$ cat config.mk
export PLATFORM = sky130hd
export DESIGN_NAME = glitch_sequencer
export DESIGN_NICKNAME = d
export VERILOG_FILES = /design/src/rtl/glitch_pkg.sv /design/src/rtl/glitch_fault_mon.sv /design/src/rtl/glitch_sequencer.sv
export SDC_FILE = /design/constraint.sdc
export NUM_CORES = 1
export LEC_CHECK = 0
export CORE_MARGIN = 1
export CORE_UTILIZATION = 39
export CTS_BUF_LIST = sky130_fd_sc_hd__clkbuf_4
export CTS_CLUSTER_DIAMETER = 100
export DETAILED_ROUTE_END_ITERATION = 16
export HOLD_SLACK_MARGIN = 0.06
export SYNTH_ARGS = -nofsm -noshare
export SYNTH_HDL_FRONTEND = slang
export SYNTH_SLANG_ARGS = --single-unit
$ cat constraint.sdc
create_clock -name clk_in1 -period 3.2 [get_ports clk_in1]
set_input_delay 0.64 -clock clk_in1 [delete_from_list [all_inputs] [get_ports clk_in1]]
set_output_delay 0.64 -clock clk_in1 [all_outputs]
set_load 0.03 [all_outputs]
$ cat src/rtl/glitch_pkg.sv
// Shared types, default widths and helpers for the clock-glitch sequencer.
package glitch_pkg;

    localparam int unsigned CNT_W_DEF   = 16;
    localparam int unsigned PULSE_W_DEF = 8;
    localparam int unsigned DATA_W_DEF  = 5;

    typedef enum logic [2:0] {
        StIdle,
        StArmed,
        StDelay,
        StGlitch,
        StGap
    } glitch_state_t;

    // A programmed length of 0 behaves as 1; counter widths up to 32 bits.
    function automatic logic [31:0] clamp_min1(input logic [31:0] x);
        return (x == 32'd0) ? 32'd1 : x;
    endfunction

endpackage

$ cat src/rtl/glitch_fault_mon.sv
// Result comparator: saturating mismatch counter and sticky flag.
// With GLITCH_FAULT_LOG_EN defined, also logs window index and result of the first mismatch.
module glitch_fault_mon #(
    parameter int unsigned CNT_W  = 16,
`ifdef GLITCH_FAULT_LOG_EN
    parameter int unsigned PULSE_W = 8,
`endif
    parameter int unsigned DATA_W = 5
) (
    input  logic               clk_in1,
    input  logic               rst,
    input  logic               clear,
    input  logic               res_valid,
    input  logic [DATA_W-1:0]  res_dut,
    input  logic [DATA_W-1:0]  res_gold,
`ifdef GLITCH_FAULT_LOG_EN
    input  logic [PULSE_W-1:0] pulse_idx,
    output logic [PULSE_W-1:0] first_fault_idx,
    output logic [DATA_W-1:0]  first_fault_dut,
`endif
    output logic [CNT_W-1:0]   fault_cnt,
    output logic               fault_flag
);

    logic             mismatch;
    logic [CNT_W-1:0] cnt_d, cnt_q;
    logic             flag_d, flag_q;

    assign mismatch = res_valid && (res_dut != res_gold);

    // Clear (an accepted arm) wins over a same-cycle mismatch.
    always_comb begin
        cnt_d  = cnt_q;
        flag_d = flag_q;
        if (clear) begin
            cnt_d  = '0;
            flag_d = 1'b0;
        end else if (mismatch) begin
            if (cnt_q != '1) begin
                cnt_d = cnt_q + CNT_W'(1);
            end
            flag_d = 1'b1;
        end
    end

    always_ff @(posedge clk_in1) begin
        if (rst) begin
            cnt_q  <= '0;
            flag_q <= 1'b0;
        end else begin
            cnt_q  <= cnt_d;
            flag_q <= flag_d;
        end
    end

    assign fault_cnt  = cnt_q;
    assign fault_flag = flag_q;

`ifdef GLITCH_FAULT_LOG_EN
    logic [PULSE_W-1:0] log_idx_d, log_idx_q;
    logic [DATA_W-1:0]  log_dut_d, log_dut_q;

    // flag_q low means no mismatch has been seen since the last clear.
    always_comb begin
        log_idx_d = log_idx_q;
        log_dut_d = log_dut_q;
        if (clear) begin
            log_idx_d = '0;
            log_dut_d = '0;
        end else if (mismatch && !flag_q) begin
            log_idx_d = pulse_idx;
            log_dut_d = res_dut;
        end
    end

    always_ff @(posedge clk_in1) begin
        if (rst) begin
            log_idx_q <= '0;
            log_dut_q <= '0;
        end else begin
            log_idx_q <= log_idx_d;
            log_dut_q <= log_dut_d;
        end
    end

    assign first_fault_idx = log_idx_q;
    assign first_fault_dut = log_dut_q;
`endif

endmodule

$ cat src/rtl/glitch_sequencer.sv
// Programmable clock-glitch sequencer: trigger -> delay -> N glitch windows, plus fault monitor.
// Optional GLITCH_FAULT_LOG_EN adds first-fault logging outputs.
module glitch_sequencer
    import glitch_pkg::*;
#(
    parameter int unsigned CNT_W   = CNT_W_DEF,
    parameter int unsigned PULSE_W = PULSE_W_DEF,
    parameter int unsigned DATA_W  = DATA_W_DEF
) (
    input  logic               clk_in1,
    input  logic               rst,
    input  logic               arm,
    input  logic               abort,
    input  logic               trigger,
    input  logic [CNT_W-1:0]   cfg_delay,
    input  logic [CNT_W-1:0]   cfg_width,
    input  logic [CNT_W-1:0]   cfg_gap,
    input  logic [PULSE_W-1:0] cfg_pulses,
    output logic               glitch_sel,
    output logic               busy,
    output logic               done,
    output logic [PULSE_W-1:0] pulse_idx,
    input  logic               res_valid,
    input  logic [DATA_W-1:0]  res_dut,
    input  logic [DATA_W-1:0]  res_gold,
`ifdef GLITCH_FAULT_LOG_EN
    output logic [PULSE_W-1:0] first_fault_idx,
    output logic [DATA_W-1:0]  first_fault_dut,
`endif
    output logic [CNT_W-1:0]   fault_cnt,
    output logic               fault_flag
);

    glitch_state_t      state_d, state_q;
    logic [CNT_W-1:0]   cnt_d, cnt_q;
    logic [PULSE_W-1:0] idx_d, idx_q;
    logic [CNT_W-1:0]   delay_q, width_q, gap_q;
    logic [PULSE_W-1:0] pulses_q;
    logic               trig_q;
    logic               sel_q, busy_q, done_d, done_q;
    logic               cfg_load;
    logic               trig_edge;
    logic               last_win;
    logic [CNT_W-1:0]   width_m1, gap_m1;

    assign trig_edge = trigger && !trig_q;
    assign last_win  = (idx_q == pulses_q - PULSE_W'(1));
    assign width_m1  = CNT_W'(clamp_min1(32'(width_q)) - 32'd1);
    assign gap_m1    = CNT_W'(clamp_min1(32'(gap_q)) - 32'd1);

    always_comb begin
        state_d  = state_q;
        cnt_d    = cnt_q;
        idx_d    = idx_q;
        done_d   = 1'b0;
        cfg_load = 1'b0;
        if (abort) begin
            state_d = StIdle;
        end else begin
            unique case (state_q)
                StIdle: begin
                    if (arm) begin
                        cfg_load = 1'b1;
                        idx_d    = '0;
                        if (cfg_pulses == '0) begin
                            done_d = 1'b1;
                        end else begin
                            state_d = StArmed;
                        end
                    end
                end
                StArmed: begin
                    if (trig_edge) begin
                        state_d = StDelay;
                        cnt_d   = delay_q;
                        idx_d   = '0;
                    end
                end
                StDelay: begin
                    if (cnt_q == '0) begin
                        state_d = StGlitch;
                        cnt_d   = width_m1;
                    end else begin
                        cnt_d = cnt_q - CNT_W'(1);
                    end
                end
                StGlitch: begin
                    if (cnt_q != '0) begin
                        cnt_d = cnt_q - CNT_W'(1);
                    end else if (last_win) begin
                        state_d = StIdle;
                        done_d  = 1'b1;
                    end else begin
                        state_d = StGap;
                        cnt_d   = gap_m1;
                    end
                end
                StGap: begin
                    if (cnt_q == '0) begin
                        state_d = StGlitch;
                        cnt_d   = width_m1;
                        idx_d   = idx_q + PULSE_W'(1);
                    end else begin
                        cnt_d = cnt_q - CNT_W'(1);
                    end
                end
                default: state_d = StIdle;
            endcase
        end
    end

    always_ff @(posedge clk_in1) begin
        if (rst) begin
            state_q <= StIdle;
            cnt_q   <= '0;
            idx_q   <= '0;
            trig_q  <= 1'b1;
            sel_q   <= 1'b0;
            busy_q  <= 1'b0;
            done_q  <= 1'b0;
        end else begin
            state_q <= state_d;
            cnt_q   <= cnt_d;
            idx_q   <= idx_d;
            trig_q  <= trigger;
            sel_q   <= (state_d == StGlitch);
            busy_q  <= (state_d != StIdle);
            done_q  <= done_d;
        end
    end

    always_ff @(posedge clk_in1) begin
        if (rst) begin
            delay_q  <= '0;
            width_q  <= '0;
            gap_q    <= '0;
            pulses_q <= '0;
        end else if (cfg_load) begin
            delay_q  <= cfg_delay;
            width_q  <= cfg_width;
            gap_q    <= cfg_gap;
            pulses_q <= cfg_pulses;
        end
    end

    assign glitch_sel = sel_q;
    assign busy       = busy_q;
    assign done       = done_q;
    assign pulse_idx  = idx_q;

    glitch_fault_mon #(
        .CNT_W   (CNT_W),
`ifdef GLITCH_FAULT_LOG_EN
        .PULSE_W (PULSE_W),
`endif
        .DATA_W  (DATA_W)
    ) u_fault_mon (
        .clk_in1         (clk_in1),
        .rst             (rst),
        .clear           (cfg_load),
        .res_valid       (res_valid),
        .res_dut         (res_dut),
        .res_gold        (res_gold),
`ifdef GLITCH_FAULT_LOG_EN
        .pulse_idx       (idx_q),
        .first_fault_idx (first_fault_idx),
        .first_fault_dut (first_fault_dut),
`endif
        .fault_cnt       (fault_cnt),
        .fault_flag      (fault_flag)
    );

endmodule

==> results of run 1 <==
cell usage after synthesis (3+ instances only):
cell type | count | area, µm²
o21ai_1 | 12 | 60.06
nand2_1 | 152 | 570.6
dfxtp_1 | 104 | 2082
inv_1 | 12 | 45.04
a22oi_1 | 5 | 37.54
a31oi_1 | 5 | 31.28
clkbuf_1 | 24 | 90.09
mux2i_1 | 3 | 30.03
nor4_2 | 7 | 87.58
xor2_1 | 32 | 280.3
nor2b_1 | 7 | 43.79
buf_6 | 3 | 33.78
nor4_1 | 14 | 87.58
nand3_1 | 17 | 85.08
nand4_1 | 10 | 62.56
a21oi_2 | 3 | 26.28
nor2_1 | 64 | 240.2
a21oi_1 | 80 | 400.4
and2_1 | 4 | 25.02
nand2b_1 | 6 | 37.54
ha_1 | 6 | 75.07
a32o_1 | 3 | 30.03
nor3_1 | 19 | 95.09
buf_2 | 10 | 50.05
a211oi_1 | 7 | 52.55
o31ai_1 | 6 | 45.04
o22ai_1 | 8 | 50.05
nor3b_1 | 5 | 37.54
or3_1 | 4 | 25.02
xnor2_1 | 28 | 245.2
o21ai_0 | 19 | 95.09
or2_1 | 3 | 18.77
o31a_1 | 4 | 35.03
and3_1 | 12 | 75.07
or4_1 | 6 | 45.04
a221oi_1 | 3 | 26.28
sequential cells by signal (all words and copies together) (netlist names):
name / flops
pulses_q: 8
done: 1
glitch_sel: 1
width_q: 16
gap_q: 16
cnt_q: 16
busy: 1
u_fault_mon.fault_flag: 1
delay_q: 16
trig_q: 1
state_q: 3
u_fault_mon.fault_cnt: 16
pulse_idx: 8
final timing paths:
| kind | startpoint | end | slack, ns | cells after the start |
|---|---|---|---|---|
| worst max-delay path | gap_q[8]$_SDFFE_PP0P_ | cnt_q[10]$_SDFFE_PP0P_ | 0.44 | 11 |
| worst min-delay path | delay_q[7]$_SDFFE_PP0P_ | delay_q[7]$_SDFFE_PP0P_ | 0.47 | 2 |
| worst max register to register | gap_q[8]$_SDFFE_PP0P_ | cnt_q[10]$_SDFFE_PP0P_ | 0.44 | 11 |
| worst min register to register | delay_q[7]$_SDFFE_PP0P_ | delay_q[7]$_SDFFE_PP0P_ | 0.47 | 2 |
cell families after synthesis:
kind of cell / Yosys count
buffers and inverters: 50
XOR/XNOR: 60
flip-flops: 104
adder cells (fa/ha/maj): 6
multiplexers: 4
AND/OR/NAND/NOR: 345
AO/OA/AOI/OAI: 171
report_power, final:
group / switching, mW / internal, mW / leakage, nW / total (mW)
clock network: 0.422 / 0.224 / 0.0627 / 0.646
registers: 0.0540 / 1.34 / 0.845 / 1.39
logic: 0.289 / 0.262 / 1.55 / 0.551
total: 0.766 / 1.82 / 2.46 / 2.59
per-stage QoR:
step | std cells | hold slack (ns)
3_5_place_dp | 992 | 0.4489
5_1_grt | 1006 | 0.4969
4_1_cts | 1006 | 0.4700
6_report | 1006 | 0.4653
3_3_place_gp | 992 | 0.4492
2_1_floorplan | 740 | 0.4332
critical path: cells and delay by family (launching register included):
family | cells | cell delay (ns)
simple gates | 5 | 0.94
compound gates | 3 | 0.69
flops | 1 | 0.46
fa+ha+maj | 1 | 0.23
buf+inv | 1 | 0.17
xor+xnor | 1 | 0.14
cell type report:
| type | count | area (µm²) |
|---|---|---|
| tap | 180 | 225.2 |
| fill | 1418 | 7122 |
| multi-input combinational | 586 | 3361 |
| clock inverter | 5 | 50.05 |
| timing repair buffer | 109 | 1086 |
| sequential | 104 | 2082 |
| inverter | 13 | 48.80 |
| clock buffer | 9 | 67.56 |
metal layers:
metal / GRT usage, % / share of wire, % / vias up
met5: 0 / 0 / -
met4: 6.784 / 1.6 / 0
met3: 4.693 / 4.6 / 25
met2: 37.78 / 49 / 146
met1: 27.86 / 45 / 2604
li1: - / - / 2765
==> results.md, run 1 <==
* Ys Warns at 0
* Req. time, crit path at 3.55 ns
* Post-cts resize count at 0
* Slowest-stage cell, CP: dfxtp_1
* Worst-Margin Slew at 0.8955 ns
* Setup ws final at 0.4386 ns
* Total grt overflow at 0
* I/O Pins at 100
* Post-route DRC at 0
* Placement Cell Area at 6803 µm²
* Syn Area/Cell at 7.646 µm²
* Worst slew margin at 40.30%
* Row cnt at 43
* Worst Skew at 0.008733 ns
* CTS Buffer Depth at 2
* DIE AREA at 14990 µm²
* Post-synth EDFFs at 0
* Post-CTS Setup Bufs at 0
* Num Clock Sinks at 104
* FMAX at 0.3621 GHz
* RSZ-0062 raised after global routing: false
* Die H at 122.4 µm
* DR WL/cell at 15.99 µm
* Num CTS Buffers at 9
* Clk Latency, worst-skew pair at 0.48 ns
* Total power draw at 2.589 mW
* Compound-Gate Fraction of Synth Area at 18.18%
* DP HPWL at 12110 µm
* Initial Utilization at 40.29%
* Initial antenna violation count at 0
* DR pass1 iterations at 5
* CTS root buf: clkbuf_4
* Seq/Total Area, Yosys at 36.80%
* Final Slew Violations at 0
* Net total in the final layout at 901
* Routed vias at 5540
* CTS tree: done
* Die Span X at 122.4 µm
* Iteration-0 DRC Markers at 307
* Crit Path Class: reg -> reg
* Syn Std Cell Area at 5658 µm²
* Multiplexer share of the synthesized area at 0.7298%
* Worst setup SP type: register
* Layout cells sized above 1 at 5.327%
* Core footprint at 14040 µm²
* Setup TNS at 0 ns
* Main combinational cell family by area after synthesis: simple AND/OR/NAND/NOR gates
* Post-CTS Hold Buffers at 0
* Endpoints failing setup at 0
* WP data arrival at 3.11 ns
* Max incr delay on CP at 0.46 ns
* # diodes at 0
* Seq cells post-synth at 104
* Synth Flop Type: dfxtp_1
* Worst-path fanout max at 6
* Gpl congestion at 0.9677
* H-tree levels at 3
* Final worst-path cycle share at 86.29%
* Post-DRT Antenna Nets at 0
* Final Cell Area at 6920 µm²
* Post-synthesis xor/xnor area fraction at 9.288%
* Pwr Density at 374.1 nW/µm²
* Adder-cell share of the synthesized area at 1.327%
* Async SR Flop Fraction at 0%
* VDD IR max at 0.2274 mV
* Count of port buffers added during placement at 99
* First-pass GRT wire length at 25930 µm
* Layout area overhead at 22.31%
* Cell variety after synth at 61
* Syn Nets at 818
* DR vias/cell at 5.507
* Worst min-delay path class: reg -> reg
* Total GRT Usage at 22.18%
* Final Core Density at 49.28%
* Simple-Gate Fraction of Synth Area at 29.74%
* Vias in the first global route at 5161
* Max cap viols at 0
* Crit path time final at 2.761 ns
* Post-synthesis cell count at 740
* LEAKAGE at 2.456 nW
* Most common cell after layout, fill and taps aside: nand2_1
* Final wirelength at 16090 µm
* Clock-pin slew on the worst setup and hold paths at 0.15 ns
* Crit-path cells: nor4_1, and2_1, a31oi_1, ha_1, nor3b_1, buf_4, nand2_1, or3_1, xnor2_1, a221oi_1, a211oi_1
* Largest net degree at the start of global routing at 70
* Status: finished clean
* Crit. End Element: register
* Final hold vios at 0
* Pre-CTS worst setup slack at 0.4750 ns
* Most frequent cells in the layout: nand2_1, dfxtp_1, clkdlybuf4s50_1
Power figures use the tool's default switching activity.
==> run 2, diff against run 1 <==
- CTS_CLUSTER_DIAMETER: 100 -> 60
==> results of run 2 <==
Final layout, timing and power as in run 1 (identical DEF).
